### src/rtl/hls_mon_pkg.sv
// Shared types and default widths for the HLS ap_ctrl / pipelined-loop monitor.
package hls_mon_pkg;

  localparam int unsigned STATE_W_DEF = 4;
  localparam int unsigned CNT_W_DEF   = 32;

  typedef enum logic [1:0] {
    IDLE      = 2'd0,
    BUSY      = 2'd1,
    DONE_WAIT = 2'd2
  } mod_state_t;

endpackage : hls_mon_pkg

### src/rtl/sat_counter.sv
// Up/down counter that clamps at all-ones and at zero; simultaneous inc and dec cancel.
module sat_counter #(
  parameter int unsigned W = 32
) (
  input  logic         clock,
  input  logic         reset,
  input  logic         en_i,
  input  logic         inc_i,
  input  logic         dec_i,
  output logic [W-1:0] cnt_o
);

  localparam logic [W-1:0] ONE = W'(1);

  logic [W-1:0] cnt_q, cnt_d;

  // NOTE: default assigned first so no path through always_comb leaves cnt_d unassigned (no latch).
  always_comb begin
    cnt_d = cnt_q;
    if (en_i) begin
      if (inc_i && !dec_i && (cnt_q != '1)) begin
        cnt_d = cnt_q + ONE;
      end else if (dec_i && !inc_i && (cnt_q != '0)) begin
        cnt_d = cnt_q - ONE;
      end
    end
  end

  // NOTE: state registers use non-blocking assignments so every flop samples pre-edge values.
  always_ff @(posedge clock or posedge reset) begin
    if (reset) begin
      cnt_q <= '0;
    end else begin
      cnt_q <= cnt_d;
    end
  end

  assign cnt_o = cnt_q;

endmodule : sat_counter

### src/rtl/hls_ctrl_loop_monitor.sv
// Passive monitor of an HLS block's ap_ctrl handshake and pipelined loop FSM;
// all status and counters are registered and freeze once finish is seen.
module hls_ctrl_loop_monitor
  import hls_mon_pkg::*;
#(
  parameter int unsigned STATE_W = STATE_W_DEF,
  parameter int unsigned CNT_W   = CNT_W_DEF
) (
  input  logic               clock,
  input  logic               reset,
  input  logic               ap_start,
  input  logic               ap_ready,
  input  logic               ap_done,
  input  logic               ap_continue,
  input  logic               finish,
  input  logic [STATE_W-1:0] cur_state,
  input  logic [STATE_W-1:0] iter_start_state,
  input  logic [STATE_W-1:0] iter_end_state,
  input  logic [STATE_W-1:0] quit_state,
  input  logic               iter_start_block,
  input  logic               iter_end_block,
  input  logic               quit_block,
  input  logic               iter_start_enable,
  input  logic               iter_end_enable,
  input  logic               quit_enable,
  input  logic               loop_start,
  input  logic               loop_ready,
  input  logic               loop_done,
  input  logic               loop_continue,
  input  logic               quit_at_end,
  output logic [1:0]         mod_state,
  output logic [CNT_W-1:0]   mod_start_cnt,
  output logic [CNT_W-1:0]   mod_ready_cnt,
  output logic [CNT_W-1:0]   mod_done_cnt,
  output logic [CNT_W-1:0]   mod_busy_cyc,
  output logic               loop_active,
  output logic [CNT_W-1:0]   loop_inv_cnt,
  output logic [CNT_W-1:0]   iter_start_cnt,
  output logic [CNT_W-1:0]   iter_end_cnt,
  output logic [CNT_W-1:0]   stall_cyc,
  output logic [CNT_W-1:0]   inflight,
  output logic               err_done_idle,
  output logic               err_end_empty,
  output logic               frozen
);

  mod_state_t mod_state_q, mod_state_d;
  logic       loop_active_q, loop_active_d;
  logic       err_done_idle_q, err_end_empty_q, frozen_q;

  logic       run;
  logic       start_inc, done_inc, busy_inc, err_idle_set;
  logic       inv_inc;
  logic       ev_s, ev_e, ev_q, ev_end, ev_stall, err_empty_set;

  // loop_ready carries no information beyond the stage qualifiers.
  logic       unused_loop_ready;
  assign unused_loop_ready = loop_ready;

  // The finish cycle itself is already excluded from all accounting.
  assign run = !frozen_q && !finish;

  always_comb begin
    mod_state_d  = mod_state_q;
    start_inc    = 1'b0;
    done_inc     = 1'b0;
    err_idle_set = 1'b0;
    unique case (mod_state_q)
      IDLE: begin
        if (ap_start) begin
          start_inc = 1'b1;
          if (ap_done) begin
            done_inc = 1'b1;
            if (ap_continue) mod_state_d = IDLE;
            else             mod_state_d = DONE_WAIT;
          end else begin
            mod_state_d = BUSY;
          end
        end else if (ap_done) begin
          err_idle_set = 1'b1;
        end
      end
      BUSY: begin
        if (ap_done) begin
          done_inc = 1'b1;
          if (ap_continue) mod_state_d = IDLE;
          else             mod_state_d = DONE_WAIT;
        end
      end
      DONE_WAIT: begin
        if (ap_continue) begin
          if (ap_start) begin
            start_inc   = 1'b1;
            mod_state_d = BUSY;
          end else begin
            mod_state_d = IDLE;
          end
        end
      end
      default: mod_state_d = IDLE;
    endcase
  end

  assign busy_inc = (mod_state_q != IDLE);

  // A done coinciding with a fresh start re-arms the loop instead of closing it.
  always_comb begin
    loop_active_d = loop_active_q;
    inv_inc       = 1'b0;
    if (!loop_active_q) begin
      if (loop_start) begin
        loop_active_d = 1'b1;
        inv_inc       = 1'b1;
      end
    end else if (loop_done) begin
      if (loop_start) begin
        inv_inc = 1'b1;
      end else if (loop_continue) begin
        loop_active_d = 1'b0;
      end
    end
  end

  assign ev_s = (cur_state == iter_start_state) && iter_start_enable && !iter_start_block;
  assign ev_e = (cur_state == iter_end_state) && iter_end_enable && !iter_end_block;
  assign ev_q = quit_at_end && (cur_state == quit_state) && quit_enable && !quit_block;

  // The quit stage is the end stage when quit_at_end is set, so it folds into one end event.
  assign ev_end        = ev_e || ev_q;
  assign err_empty_set = ev_end && !ev_s && (inflight == '0);
  assign ev_stall      = loop_active_q && (cur_state == iter_start_state) &&
                         iter_start_enable && iter_start_block;

  always_ff @(posedge clock or posedge reset) begin
    if (reset) begin
      mod_state_q     <= IDLE;
      loop_active_q   <= 1'b0;
      err_done_idle_q <= 1'b0;
      err_end_empty_q <= 1'b0;
      frozen_q        <= 1'b0;
    end else begin
      frozen_q <= frozen_q || finish;
      if (run) begin
        mod_state_q     <= mod_state_d;
        loop_active_q   <= loop_active_d;
        err_done_idle_q <= err_done_idle_q || err_idle_set;
        err_end_empty_q <= err_end_empty_q || err_empty_set;
      end
    end
  end

  sat_counter #(.W(CNT_W)) u_start_cnt (
    .clock(clock), .reset(reset), .en_i(run), .inc_i(start_inc), .dec_i(1'b0), .cnt_o(mod_start_cnt)
  );
  sat_counter #(.W(CNT_W)) u_ready_cnt (
    .clock(clock), .reset(reset), .en_i(run), .inc_i(ap_ready), .dec_i(1'b0), .cnt_o(mod_ready_cnt)
  );
  sat_counter #(.W(CNT_W)) u_done_cnt (
    .clock(clock), .reset(reset), .en_i(run), .inc_i(done_inc), .dec_i(1'b0), .cnt_o(mod_done_cnt)
  );
  sat_counter #(.W(CNT_W)) u_busy_cyc (
    .clock(clock), .reset(reset), .en_i(run), .inc_i(busy_inc), .dec_i(1'b0), .cnt_o(mod_busy_cyc)
  );
  sat_counter #(.W(CNT_W)) u_loop_inv_cnt (
    .clock(clock), .reset(reset), .en_i(run), .inc_i(inv_inc), .dec_i(1'b0), .cnt_o(loop_inv_cnt)
  );
  sat_counter #(.W(CNT_W)) u_iter_start_cnt (
    .clock(clock), .reset(reset), .en_i(run), .inc_i(ev_s), .dec_i(1'b0), .cnt_o(iter_start_cnt)
  );
  sat_counter #(.W(CNT_W)) u_iter_end_cnt (
    .clock(clock), .reset(reset), .en_i(run), .inc_i(ev_end), .dec_i(1'b0), .cnt_o(iter_end_cnt)
  );
  sat_counter #(.W(CNT_W)) u_stall_cyc (
    .clock(clock), .reset(reset), .en_i(run), .inc_i(ev_stall), .dec_i(1'b0), .cnt_o(stall_cyc)
  );
  sat_counter #(.W(CNT_W)) u_inflight (
    .clock(clock), .reset(reset), .en_i(run), .inc_i(ev_s), .dec_i(ev_end), .cnt_o(inflight)
  );

  assign mod_state     = mod_state_q;
  assign loop_active   = loop_active_q;
  assign err_done_idle = err_done_idle_q;
  assign err_end_empty = err_end_empty_q;
  assign frozen        = frozen_q;

endmodule : hls_ctrl_loop_monitor

### config.mk
export PLATFORM = sky130hd
export DESIGN_NAME = hls_ctrl_loop_monitor
export DESIGN_NICKNAME = d
export VERILOG_FILES = /design/src/rtl/hls_mon_pkg.sv /design/src/rtl/sat_counter.sv /design/src/rtl/hls_ctrl_loop_monitor.sv
export SDC_FILE = /design/constraint.sdc
export NUM_CORES = 1
export LEC_CHECK = 0
export ABC_CLOCK_PERIOD_IN_PS = 10300
export BUFFER_PORTS_ARGS = -buffer_cell sky130_fd_sc_hd__buf_2
export CAP_MARGIN = 20
export CORE_UTILIZATION = 45
export CTS_CLUSTER_DIAMETER = 80
export DETAILED_ROUTE_END_ITERATION = 8
export GPL_TIMING_DRIVEN = 0
export PLACE_DENSITY = 0.73
export SLEW_MARGIN = 15
export SYNTH_ARGS = -nofsm -noshare
export SYNTH_HDL_FRONTEND = slang
export SYNTH_SLANG_ARGS = --single-unit
### constraint.sdc
create_clock -name clock -period 10.3 [get_ports clock]
set_input_delay 0.515 -clock clock [delete_from_list [all_inputs] [get_ports clock]]
set_output_delay 0.515 -clock clock [all_outputs]
set_load 0.005 [all_outputs]
# After elaboration in Yosys (flattened, before gate mapping)
# Index checks and enable logic that the tools add are counted.
[word_totals]
regBits = 294
output_inout_bits = 294
in_bits = 34
[classes]
n_reduce_logical = 50
n_addsub = 10
mux = 24
n_eq_ne = 17
[ops]
columns = ["op", "count"]
rows = [
  ["$add A32 B1 Y32 const B", 9],
  ["$ne A32 B32 Y1 const B", 9],
  ["$mux W32", 2],
  ["$logic_not A32 Y1", 1],
  ["$reduce_bool A32 Y1", 1],
  ["$sub A32 B1 Y32 const B", 1],
  ["$logic_and A1 B1 Y1", 24],
  ["$reduce_and A2 Y1", 9],
  ["$mux W1", 14],
  ["$eq A4 B4 Y1", 3],
  ["$mux W2", 5],
  ["$logic_not A1 Y1", 7],
  ["$ne A2 B2 Y1 const B", 3],
  ["$pmux W2 S3", 1],
  ["$logic_or A1 B1 Y1", 4],
  ["$pmux W1 S2", 2],
  ["$reduce_and A4 Y1", 1],
  ["$reduce_bool A2 Y1", 2],
  ["$eq A2 B1 Y1 const B", 1],
  ["$eq A2 B2 Y1 const B", 1],
  ["$logic_not A2 Y1", 1],
]

# Depth between registers and ports, before layout
# Gate-level depths: netlist of run 1.
[depth]
word_depth = 10
ltp_mapped = 17

# By module
# A second synthesis of run 1 with hierarchy kept.
[hier_totals]
hier_cells = 3360
hier_area_um2 = 27611.5
[by_module_without_submodules]
columns = ["module", "seq_area_each_um2", "area_each_um2", "n_inst", "cells_per_inst"]
rows = [
  ["sat_counter (u_iter_start_cnt ...)", 800.8, 3062.9, 5, 385],
  ["sat_counter (u_done_cnt ...)", 800.8, 2969.1, 2, 365],
  ["sat_counter (u_iter_end_cnt)", 800.8, 2950.3, 1, 334],
  ["sat_counter (u_busy_cyc)", 800.8, 2879.0, 1, 308],
  ["hls_ctrl_loop_monitor", 150.1, 529.3, 1, 63],
]

# Worst setup path before layout of run 1
# OpenSTA, ideal clock, no wires.
[synth_path]
kind = "register to register"
from = "register u_inflight.cnt_q[31] (netlist: u_inflight.cnt_o[31])"
to = "register u_inflight.cnt_q[25] (netlist: u_inflight.cnt_o[25])"
arrival_ns = 3.969
stages_incl_launch_ff = 17
period_less_slack_ns = 4.115
path_slack_ns = 6.185
n_path_buf = 2
t_required_ns = 10.154
cell_sequence = "dfrtp_1 -> clkbuf_1 -> nand4_1 -> or4_1 -> nor2_1 -> or4_1 -> buf_2 -> ha_1 -> a211oi_1 -> o211ai_1 -> a221oi_1 -> o41ai_2 -> a31oi_4 -> o21ai_2 -> a211oi_1 -> mux2i_1 -> o311ai_0"
[synth_between]
elab_chain_len = 4
elab_cells_between_ends = 7
classes_between = "1 x eq/ne; 1 x mux; 5 x reduce/logical"
[synth_lines]
columns = ["element", "line", "rtl"]
rows = [
  ["from (decl)", "sat_counter.sv:15", "logic [W-1:0] cnt_q, cnt_d;"],
  ["from (signal assigned)", "sat_counter.sv:34", "cnt_q <= cnt_d;"],
  ["$ne A32 B32 Y1 / $reduce_bool A32 Y1 (equally long branches)", "sat_counter.sv:21, sat_counter.sv:23", ""],
  ["$logic_and A1 B1 Y1 (on tied branches)", "sat_counter.sv:21, sat_counter.sv:23", ""],
  ["$reduce_bool A2 Y1 (no line)", "-", ""],
  ["$reduce_and A2 Y1 (no line)", "-", ""],
]
# Parallel ways exist; a longest one is shown, timed or not.
# A chain may end at the register's enable or synchronous reset.

# Worst setup path in the final report of run 1
# Ends and elaborated chain as after synthesis.

==> flow_summary.ini, run 1 <==
[cells_and_area]
area_growth_pct = 23.0
final_nets = 1858
final_cell_mix = buf_2, dfrtp_1, xnor2_1
layout-drive-gt1-share_pct = 24.3
final_common_cell = buf_2

[clock_tree]
clk_latency_ns = 0.50
ctsHoldBuffers = 0
post-cts-setup-buffers = 0
ctsLongestPathBuffers = 3
cts_root_buffer = clkbuf_16
cts.sinks = 294
clk_pin_slew_worst_paths_ns = 0.06
cts_tree = done
numCtsBuffers = 34
post_cts_resize_count = 0
ctsHtreeMaxLevel = 2

[logic_synthesis]
syn_inst = 1421
synth.top_cell.area_share_pct = 49.4
synth_area_leaders = dfrtp_1, xnor2_1, xor2_1
synth_nets = 1494
synth_top_cell_by_area = dfrtp_1
synth_edf_count = 0
synth_top_flop_cell = dfrtp_1
post_synth_num_cell_types = 75
synth_area_mm2 = 0.0149
ys_ff_latch = 294
syn_area_per_cell_um2 = 10.5
ys_seq_area_share_pct = 49.4
ys.warnings.count = 0
async_reset_ff_share_pct = 100

[detailed_routing]
routed_wl_mm = 38.1
via_count = 12100
drt-initial-drc-count = 521
viasPerCell = 5.37
detail_route.wl_per_cell_um = 16.9
dr.pass1.iters = 5
drcViolationCount = 0
dr_wl_met2_mm = 17.8
ant_nets = 0
top_layer = met5
wl_met3_mm = 3.26
wl_met1_mm = 16.1

[global_route]
grt-ovfl-total = 0
track_usage_pct = 22.3
grt_max_degree = 105
antenna_found_initial = 4
grt_pass1_vias = 11800
grt_pass1_wl_mm = 60.6

[pwr]
max-vdd-ir-drop_mv = 0.108
powerDensity_mw_per_mm2 = 145
switching_share_pct = 23.0
clock_power_share_pct = 47.2
seq_power_share_pct = 44.3
p_sw_uw = 613
p_int_mw = 2.05
p_leak_nw = 9.28
total_power_mw = 2.66
comb_power_share_pct = 8.5

[critical_path]
cp-start-kind = flop
r2r_start = u_inflight.cnt_o[31]
crit_path_top_delay_cell = buf_2
slowest_delay_ns = 0.60
crit_chain = clkbuf_1 -> nand4_1 -> or4_1 -> nor2_1 -> or4_1 -> buf_2 -> ha_1 -> a211oi_1 -> o211ai_1 -> a221oi_1 -> o41ai_2 -> a31oi_4 -> o21ai_2 -> a211oi_1 -> mux2i_1 -> o311ai_0
timing_worst_setup_path_type = flop to flop
cp-startpoint = u_inflight.cnt_o[31]
critical-path-top-delay-family = compound AO/OA/AOI/OAI gates
reg2reg_depth = 16
timing.rr.end = u_inflight.cnt_o[25]
required_ns = 10.66
cp.depth = 16
path_max_fanout = 37
critPathBufInv = 2
r2r_setup_slack_ns = 5.06
cp-end-kind = flop
arrival_ns = 5.60
critPathCapture = u_inflight.cnt_o[25]

[floorplanning]
dieWidth_um = 184
coreArea_mm2 = 0.0325
dieArea_mm2 = 0.0338
rows = 66
start_util_pct = 45.7
pin_count = 328
fp.dieH_um = 184

[sta]
drv_slew = 0
setup_violations = 0
clock.fmax_mhz = 191
worst_pin_slew_ns = 0.795
period_minus_slack_ns = 5.24
relSlewSlack_pct = 47.0
worst_hold_slack_ns = 0.159
post-route-period-util_pct = 50.9
fin_skew_ns = 0.00983
setup_ws_ns = 5.06
rsz0062_at_grt = no
hold_viol = 0
fin_tns_setup_ns = 0

[min_path]
hold_class = input port to async pin

[run]
maxCapViolations = 0

[outcome]
outcome = complete, no violations

[placement]
dp_hpwl_mm = 28.2
place_congestion = 0.927
pre_cts_slack_ns = 5.15
port_buffers = 326
## registers in the layout, indices dropped and copies added, names as in the netlist
name / cells
u_busy_cyc.cnt_o: 32
loop_active: 1
err_done_idle: 1
u_stall_cyc.cnt_o: 32
u_inflight.cnt_o: 32
u_iter_start_cnt.cnt_o: 32
u_iter_end_cnt.cnt_o: 32
mod_state: 2
u_start_cnt.cnt_o: 32
u_ready_cnt.cnt_o: 32
u_loop_inv_cnt.cnt_o: 32
frozen: 1
err_end_empty: 1
u_done_cnt.cnt_o: 32
## cell usage after synthesis (4+ instances only)
cell type and n:
nor4_1 19, o211ai_1 4, nand2_1 128, xor2_1 80
nor3b_1 7, o31ai_1 5, and2_1 20, dfrtp_1 294
a21o_1 12, xnor2_1 204, a21oi_1 31, buf_6 4
inv_1 39, a211oi_1 7, o21ai_0 35, mux2_2 9
o21ai_1 8, and3_1 37, nand2b_1 4, nor2b_1 7
nand3_1 100, clkbuf_1 14, nand4_1 81, o21bai_1 4
or4_1 6, a31oi_1 6, ha_1 38, or3_1 8
and4_1 27, and3_4 6, nor3_1 35, buf_2 10
nor2_1 76
## metrics by stage
step           std cells  util [%]  area, um2
2_1_floorplan       1421         -      14900
3_3_place_gp        2189      52.5      17100
3_5_place_dp        2191      52.7      17100
4_1_cts             2250      56.2      18300
5_1_grt             2251      56.3      18300
6_report            2252      56.3      18300
## logic make-up (layout without fill, tap and decap cells)
logic type | count (synthesis) | after routing | synth area share, %
compound gates | 137 | 137 | 6.18
xor+xnor | 285 | 285 | 16.8
fa+ha+maj | 39 | 39 | 3.33
buf+inv | 69 | 456 | 2.05
flops | 294 | 294 | 49.4
mux | 12 | 12 | 0.883
other cells | 0 | 2 | 0
simple gates | 585 | 585 | 21.3
## power groups by stage
stage	Sequential [mW]	Clock (mW)	Combinational, mW
3_5_place_dp	1.20	0	0.225
5_1_grt	1.18	1.33	0.251
3_3_place_gp	1.20	0	0.218
4_1_cts	1.18	1.29	0.227
2_1_floorplan	1.20	0	0.166
6_report	1.18	1.26	0.227
## worst min path at each step
stage / from / endpoint
after floorplan: err_done_idle / err_done_idle
after global placement: err_done_idle / err_done_idle
after detailed placement: err_done_idle / err_done_idle
after CTS: reset / u_ready_cnt.cnt_o[26]
after global routing: reset / u_stall_cyc.cnt_o[13]
final: reset / u_stall_cyc.cnt_o[13]
## per-layer routing
metal,vias up,track usage [%]
met5,-,0
met4,4,6.73
met3,66,6.91
met2,384,37.0
met1,5874,27.8
li1,5762,-
## final cells by class
class | instances | area (um2)
Fill cell | 2888 | 14200
Buffer | 30 | 159
Timing Repair Buffer | 328 | 1690
Multi-Input combinational cell | 1058 | 7220
Clock buffer | 52 | 1030
Sequential cell | 294 | 7360
Clock inverter | 7 | 139
Antenna cell | 2 | 5.00
Tap cell | 442 | 553
Inverter | 39 | 154
Power figures use the tool's default switching activity.
==> run 2: changes to the inputs <==
Settings changed: ABC_CLOCK_PERIOD_IN_PS 10300 to 4600, PLACE_DENSITY 0.73 to 0.76.
Clock period 10.3 ns to 4.6 ns, I/O delays scaled along.
==> run 2 against run 1 <==
Effect of this change:
- hold slack worse by 0.12 ns
- non-clock buffer count rose by 9
- power rose by 120%
- global-route usage rose by 0.34 points
- largest cell class unchanged
- clock power increased by 110%
- worst setup slack worse by 4.9 ns
- wire length is 2.0% higher
- utilization rose by 0.32 points
- critical path type unchanged
- largest power group is now sequential cells
- design area grew 0.57%
- cell count up 0.40%
==> flow_summary.ini, run 2 (same netlist as run 1, synthesis figures left out) <==
[cells_and_area]
fin_cells = 2261
final_common_cell = buf_2
area_growth_pct = 23.7
design_area_mm2 = 0.0184
layout-drive-gt1-share_pct = 24.7
final_cell_mix = buf_2, dfrtp_1, xnor2_1
final_nets = 1867

[floorplanning]
dieArea_mm2 = 0.0338
pin_count = 328
start_util_pct = 45.7
dieWidth_um = 184
fp.dieH_um = 184
coreArea_mm2 = 0.0325
rows = 66

[critical_path]
cp_common_cell = or4_1
reg2reg_depth = 15
slowest_delay_ns = 0.56
timing_worst_setup_path_type = flop to flop
timing.rr.end = u_inflight.cnt_o[25]
cp-start-kind = flop
cp-startpoint = u_inflight.cnt_o[22]
crit_path_top_delay_cell = or4_1
crit_chain = nand4_1 -> or4_1 -> nor2_1 -> or4_1 -> buf_8 -> ha_1 -> a211oi_1 -> o211ai_1 -> a221oi_1 -> o41ai_2 -> a31oi_4 -> o21ai_2 -> a211oi_2 -> mux2i_1 -> o311ai_0
required_ns = 4.96
r2r_setup_slack_ns = 0.15
cp-end-kind = flop
critical-path-top-delay-family = compound AO/OA/AOI/OAI gates
r2r_start = u_inflight.cnt_o[22]
critPathBufInv = 1
path_max_fanout = 37
arrival_ns = 4.81

[sta]
hold_viol = 0
drv_slew = 0
worst_pin_slew_ns = 0.823
rsz0062_at_grt = yes
setup_ws_ns = 0.149
post-route-period-util_pct = 96.8
clock.fmax_mhz = 225
fin_tns_setup_ns = 0
relSlewSlack_pct = 44.3
fin_skew_ns = 0.00794
period_minus_slack_ns = 4.45
setup_violations = 0

[placement]
place_congestion = 0.859
dp_hpwl_mm = 29.1
place_area_mm2 = 0.0173
dp_cells = 2198
pre_cts_slack_ns = -0.461
port_buffers = 326

[global_route]
use_met3_pct = 6.46
gr-usage-met2_pct = 36.7
track_usage_pct = 22.6
antenna_found_initial = 4
grt_max_degree = 38
grt.busiest_layer = met2
grt_use_met1_pct = 29.0
grt_pass1_wl_mm = 61.8
grt_pass1_vias = 11700
grt-ovfl-total = 0

[min_path]
hold_path_depth = 3
hold_end = loop_active
hold_class = input port to flop
worstHoldStart = loop_done

[detailed_routing]
dr.pass1.iters = 4
routed_wl_mm = 38.9
drt-initial-drc-count = 584
via_count = 12200
ant_nets = 0
viasPerCell = 5.41
drcViolationCount = 0
detail_route.wl_per_cell_um = 17.2

[clock_tree]
numCtsBuffers = 34
ctsLongestPathBuffers = 3
clk_pin_slew_worst_paths_ns = 0.06
clk_latency_ns = 0.49
post-cts-setup-buffers = 0
cts_tree = done
ctsHtreeMaxLevel = 2
cts.sinks = 294
cts_root_buffer = clkbuf_16

[outcome]
outcome = complete, no violations

[pwr]
p_leak_nw = 9.32
powerDensity_mw_per_mm2 = 315
max-vdd-ir-drop_mv = 0.267

[run]
maxCapViolations = 0
[run 2: how the worst max path moves through the flow]
stage	endpoint	slack, ns	cells after the start
after floorplan	err_done_idle	0.47	1
after detailed placement	u_inflight.cnt_o[25]	-0.46	16
after CTS	u_inflight.cnt_o[25]	0.02	15
after global routing	u_inflight.cnt_o[31]	-0.01	14
after global placement	u_done_cnt.cnt_o[9]	-1.34	2
final	u_inflight.cnt_o[25]	0.15	15
[run 2: routing by layer]
| layer | vias up | share of wire (%) |
|---|---|---|
| li1 | 5774 | - |
| met1 | 5963 | 43 |
| met2 | 406 | 46 |
| met3 | 78 | 8.3 |
| met4 | 2 | 2.8 |
| met5 | - | 0.026 |
[run 2: layout make-up]
| type | count | area [um2] |
|---|---|---|
| fill | 2850 | 14100 |
| buffer | 29 | 165 |
| inverter | 39 | 150 |
| sequential | 294 | 7360 |
| clock inverter | 9 | 80.1 |
| antenna | 2 | 5.00 |
| multi-input combinational | 1058 | 7240 |
| timing repair buffer | 338 | 1850 |
| tap | 442 | 553 |
| clock buffer | 50 | 1010 |
[run 2: through the flow]
stage          utilization (%)  hold slack (ns)  power, mW
3_5_place_dp              53.0            0.275       3.21
5_1_grt                   56.6           0.0436       6.04
2_1_floorplan                -            0.338       3.05
6_report                  56.6           0.0368       5.81
3_3_place_gp              52.5            0.436       3.18
4_1_cts                   56.5           0.0112       5.87
[run 2: worst register-to-register path, cell delays in order, from the launching register on]
cell and delay, ns:
dfrtp_1 0.44, nand4_1 0.11, or4_1 0.56, nor2_1 0.21
or4_1 0.18, buf_8 0.26, ha_1 0.36, a211oi_1 0.36
o211ai_1 0.16, a221oi_1 0.37, o41ai_2 0.22, a31oi_4 0.33
o21ai_2 0.14, a211oi_2 0.26, mux2i_1 0.20, o311ai_0 0.13
[run 2: what timing repair did]
action                                 4_1_cts  5_1_grt
setup endpoints to repair                   12        7
hold buffers                                 3        0
resized for setup                            2        5
endpoints found under the hold margin       15        0
[run 2: report_power, final]
| group | internal, mW | total [mW] | leakage (nW) | switching (mW) |
|---|---|---|---|---|
| Sequential | 2.61 | 2.64 | 4.01 | 0.0301 |
| Clock | 1.58 | 2.64 | 0.540 | 1.05 |
| Combinational | 0.235 | 0.535 | 4.77 | 0.299 |
| Total | 4.42 | 5.81 | 9.32 | 1.38 |
